### src/rtl/addsub_arb_ctrl_pkg.sv
// addsub_pkg: shared widths, default timings and FSM state encodings
package addsub_pkg;
   localparam int ADDSUB_W   = 4;
   localparam int DEF_SETTLE = 2;
   localparam int DEF_HOLD   = 8;
   localparam logic [1:0] S_IDLE  = 2'd0;
   localparam logic [1:0] S_DRIVE = 2'd1;
   localparam logic [1:0] S_HOLD  = 2'd2;
endpackage

### src/rtl/addsub_arb_ctrl_rr_arb2.sv
// rr_arb2: two-way round-robin arbiter; on a tie the requester that was not served last wins
module rr_arb2 (
   input  logic valid0,
   input  logic valid1,
   input  logic last,
   output logic gnt0,
   output logic gnt1,
   output logic gnt_id
);
   assign gnt0   = valid0 & (~valid1 | last);
   assign gnt1   = valid1 & (~valid0 | ~last);
   assign gnt_id = gnt1;
endmodule

### src/rtl/addsub_arb_ctrl.sv
// addsub_arb_ctrl: shares one add/sub display unit between two requesters,
// driving its operands, capturing its display after a settle time and holding it
module addsub_arb_ctrl
   import addsub_pkg::*;
#(
   parameter int W             = ADDSUB_W,
   parameter int SETTLE_CYCLES = DEF_SETTLE,
   parameter int HOLD_CYCLES   = DEF_HOLD
) (
   input  logic         clk,
   input  logic         rst_n,
   input  logic         req0_valid,
   input  logic [W-1:0] req0_a,
   input  logic [W-1:0] req0_b,
   input  logic         req0_s,
   output logic         req0_ready,
   input  logic         req1_valid,
   input  logic [W-1:0] req1_a,
   input  logic [W-1:0] req1_b,
   input  logic         req1_s,
   output logic         req1_ready,
   output logic [W-1:0] dp_a,
   output logic [W-1:0] dp_b,
   output logic         dp_s,
   input  logic [6:0]   dp_lcd,
   input  logic         dp_lcd_o,
   output logic [6:0]   lcd,
   output logic         lcd_o,
   output logic         busy,
   output logic         done,
   output logic         grant_id
);
   logic [1:0]   r_state;
   logic [7:0]   r_cnt;
   logic [W-1:0] r_dp_a, r_dp_b;
   logic         r_dp_s, r_lcd_o, r_done, r_grant, r_last;
   logic [6:0]   r_lcd;
   logic         w_gnt0, w_gnt1, w_gnt_id, w_idle, w_acc;

   rr_arb2 u_arb (
      .valid0 (req0_valid),
      .valid1 (req1_valid),
      .last   (r_last),
      .gnt0   (w_gnt0),
      .gnt1   (w_gnt1),
      .gnt_id (w_gnt_id)
   );

   // rst_n gates ready so nothing is offered while reset is asserted
   assign w_idle     = rst_n & (r_state == S_IDLE);
   assign req0_ready = w_idle & w_gnt0;
   assign req1_ready = w_idle & w_gnt1;
   assign w_acc      = req0_ready | req1_ready;

   always_ff @(posedge clk or negedge rst_n) begin
      if (!rst_n) begin
         r_state <= S_IDLE;
         r_cnt   <= '0;
         r_dp_a  <= '0;
         r_dp_b  <= '0;
         r_dp_s  <= 1'b0;
         r_lcd   <= '0;
         r_lcd_o <= 1'b0;
         r_done  <= 1'b0;
         r_grant <= 1'b0;
         r_last  <= 1'b1;
      end else begin
         r_done <= 1'b0;
         case (r_state)
            S_IDLE: if (w_acc) begin
               r_dp_a  <= w_gnt_id ? req1_a : req0_a;
               r_dp_b  <= w_gnt_id ? req1_b : req0_b;
               r_dp_s  <= w_gnt_id ? req1_s : req0_s;
               r_grant <= w_gnt_id;
               r_last  <= w_gnt_id;
               r_cnt   <= 8'(SETTLE_CYCLES - 1);
               r_state <= S_DRIVE;
            end
            S_DRIVE: if (r_cnt != '0) r_cnt <= r_cnt - 8'd1;
            else begin
               r_lcd   <= dp_lcd;
               r_lcd_o <= dp_lcd_o;
               r_done  <= 1'b1;
               r_cnt   <= 8'(HOLD_CYCLES - 1);
               r_state <= S_HOLD;
            end
            S_HOLD: if (r_cnt != '0) r_cnt <= r_cnt - 8'd1;
            else r_state <= S_IDLE;
            default: r_state <= S_IDLE;
         endcase
      end
   end

   assign dp_a     = r_dp_a;
   assign dp_b     = r_dp_b;
   assign dp_s     = r_dp_s;
   assign lcd      = r_lcd;
   assign lcd_o    = r_lcd_o;
   assign done     = r_done;
   assign grant_id = r_grant;
   assign busy     = r_state != S_IDLE;
endmodule

### config.mk
export PLATFORM = sky130hd
export DESIGN_NAME = addsub_arb_ctrl
export DESIGN_NICKNAME = d
export VERILOG_FILES = /design/src/rtl/addsub_arb_ctrl_pkg.sv /design/src/rtl/addsub_arb_ctrl_rr_arb2.sv /design/src/rtl/addsub_arb_ctrl.sv
export SDC_FILE = /design/constraint.sdc
export NUM_CORES = 1
export LEC_CHECK = 0
export CORE_MARGIN = 3
export CORE_UTILIZATION = 45
export CTS_BUF_LIST = sky130_fd_sc_hd__clkbuf_4 sky130_fd_sc_hd__clkbuf_8
export DETAILED_ROUTE_END_ITERATION = 6
export HOLD_SLACK_MARGIN = 0.06
export PLACE_DENSITY = 0.79
export SLEW_MARGIN = 20
export SYNTH_ARGS = -nofsm -noshare
export SYNTH_HDL_FRONTEND = slang
export SYNTH_SLANG_ARGS = --single-unit
export TNS_END_PERCENT = 1
### constraint.sdc
create_clock -name clk -period 3.75 [get_ports clk]
set_input_delay 0.5625 -clock clk [delete_from_list [all_inputs] [get_ports clk]]
set_output_delay 0.5625 -clock clk [all_outputs]
set_load 0.02 [all_outputs]
==> out/metrics.csv <==
stage;metric;value;unit
yosys;ys_warn_count;0;
setup_path;path_max_fanout;6;
setup_path;cp-start-kind;flip-flop;
drt;firstDrtPassIters;4;
yosys;synth.top_cell.area_share;47.4;%
yosys;netlist_area;1530;µm²
drt;postRouteAntennaNets;0;
drt;wl_per_cell;14.5;µm
cts;cts_buffer_depth;2;
timing;setup_viol;0;
global_routing;grt.total_usage;20.0;%
timing;period_needed;2.88;ns
power_and_ir_drop;power_density;831;nW/µm²
timing;tightest_slew;0.967;ns
setup_path;critical_path_class;reg -> out;
timing;timing.final.crit_share;76.8;%
cts;postCtsHoldBufs;0;
floorplan;dieArea;4140;µm²
cts;post_cts_buffers;0;
yosys;synth.avg_cell_area;9.57;µm²
layout;drive_gt1_share;6.91;%
floorplan;io_pins;52;
yosys;synth.top_cells.by_area;dfrtp_1, nand2_1, mux2i_1, ha_1, o21ai_0;
cts;cts_sinks;30;
layout;fin_nets;255;
yosys;async_reset_ff_share;100;%
global_routing;antenna_found_initial;0;
placement;post-place-ws;1.01;ns
yosys;synth_ff_type;dfrtp_1;
global_routing;gr-total-overflow;0;
worst_hold_path;holdCritPathClass;reg -> reg;
floorplan;core;3150;µm²
global_routing;grt_pass1_wl;6440;µm
setup_path;worstPathRequired;3.19;ns
drt;drt-total-wl;3790;µm
layout;final_cell_mix;clkdlybuf4s50_1, nand2_1, dfrtp_1, o21ai_0;
floorplan;fp-row-count;20;
drt;vias;1382;
cts;clkLatencyLatePin;0.32;ns
timing;finalHoldViolations;0;
yosys;synth_edf_count;0;
cts;cts_buffers;5;
timing;rsz0062_at_grt;false;
timing;fmax;0.347;GHz
layout;antenna_cells;0;
yosys;syn_nets;197;
floorplan;die_x;64.3;µm
layout;final_common_cell;clkdlybuf4s50_1;
timing;drv_slew;0;
drt;via_per_inst;5.30;
floorplan;fp.dieH;64.3;µm
timing;setup_tns;0;ns
yosys;synth_largest_area_cell;dfrtp_1;
power_and_ir_drop;irDropWorstVdd;0.453;mV
placement;gp_congestion;0.918;
power_and_ir_drop;p_leak;0.990;nW
timing;setup_ws;0.870;ns
job;drv_cap;0;
layout;area_delta_synth_final;40.7;%
placement;io_buffers;51;
cts;cts_resized;0;
run_status;outcome;finished clean;
yosys;seq_area_frac_synth;49.1;%
drt;drc;0;
floorplan;start_util;48.6;%
global_routing;grt_pass1_vias;1385;
yosys;postSynthCellCount;160;
setup_path;crit_arrival;2.32;ns
timing;fin_worst_skew;0.00635;ns
setup_path;critPathCaptureType;primary output;
placement;dp_hpwl;2890;µm
yosys;synth_cell_types;36;
cts;cts_tree;yes;
cts;htree_levels;2;
cts;ctsRootBufferMaster;clkbuf_4;
timing;maxSlewHeadroom;35.1;%
global_routing;grt_max_degree;32;
cts;clkTransAtPathRegs;0.09;ns
yosys;ys_ff_latch;30;
drt;first_iter_violations;51;
==> registers in the layout (all words and copies together) (netlist names), 2 cells and up <==
signal / flops
r_cnt: 8
lcd: 7
dp_a: 4
dp_b: 4
r_state: 2
==> cells in the mapped netlist (all sizes together) (2+ instances only) <==
| master | instances |
|---|---|
| nand2 | 38 |
| dfrtp | 29 |
| o21ai | 20 |
| inv | 9 |
| mux2i | 9 |
| a21oi | 8 |
| ha | 7 |
| nor2 | 5 |
| and2 | 3 |
| nand3 | 3 |
| nor3 | 3 |
| mux2 | 2 |
| nor2b | 2 |
| or3 | 2 |
==> power by group <==
part	switching (mW)	internal [mW]	total [mW]	leakage (nW)
logic	0.576	0.444	1.02	0.581
clock network	0.0983	0.0843	0.183	0.0302
registers	0.110	0.478	0.587	0.378
total	0.784	1.01	1.79	0.990
==> cells by family (layout without fill, tap and decap cells) <==
logic type,Yosys count,count (layout),synth area share (%)
AO/OA/AOI/OAI,41,41,16.3
adder cells (fa/ha/maj),7,7,5.72
buffers and inverters,12,69,3.10
flip-flops,30,30,49.1
multiplexers,11,11,7.35
AND/OR/NAND/NOR,59,59,18.4
==> path summary, 6_finish.rpt <==
| path | start | end | slack [ns] | cells past startpoint |
|---|---|---|---|---|
| min in group asynchronous | rst_n | r_cnt[4] | 0.68 | 2 |
| setup / recovery | r_state[0] | req0_ready | 0.87 | 6 |
| max in group asynchronous | rst_n | r_last | 2.77 | 2 |
| hold / removal | lcd[5] | lcd[5] | 0.48 | 2 |
| setup reg to reg | r_state[0] | dp_a[3] | 1.79 | 5 |
| hold reg to reg | lcd[5] | lcd[5] | 0.48 | 2 |
==> metal layers <==
metal / share of wire, % / up-vias / GRT usage (%)
met5: 0 / - / 0
met4: 0.40 / 0 / 5.28
met3: 7.5 / 2 / 7.21
met2: 51 / 54 / 35.6
met1: 41 / 661 / 22.5
li1: - / 665 / -
==> critical path, stage by stage (launching register included) <==
cell and delay [ns]:
dfrtp_1 0.43, inv_1 0.13, ha_1 0.26, and2_1 0.25, nand2_1 0.08, a21oi_1 0.20, clkdlybuf4s50_1 0.64
==> metrics by stage <==
| step | instance area [µm²] | hold slack [ns] | instances | total power, mW | util, % |
|---|---|---|---|---|---|
| detailed placement | 2100 | 0.462 | 255 | 1.60 | 66.7 |
| CTS | 2150 | 0.482 | 261 | 1.79 | 68.3 |
| finish | 2150 | 0.480 | 261 | 1.79 | 68.3 |
| global route | 2150 | 0.514 | 261 | 1.93 | 68.3 |
| floorplan | 1530 | 0.267 | 160 | 1.20 | - |
| global placement | 2100 | 0.463 | 255 | 1.56 | 66.7 |
==> final cells by class <==
class | count | area [µm²]
multi-input combinational | 118 | 732
fill | 255 | 998
sequential | 30 | 752
timing repair buffer | 53 | 526
clock buffer | 6 | 51.3
tap | 44 | 55.1
inverter | 10 | 38.8
Power figures use the tool's default switching activity.
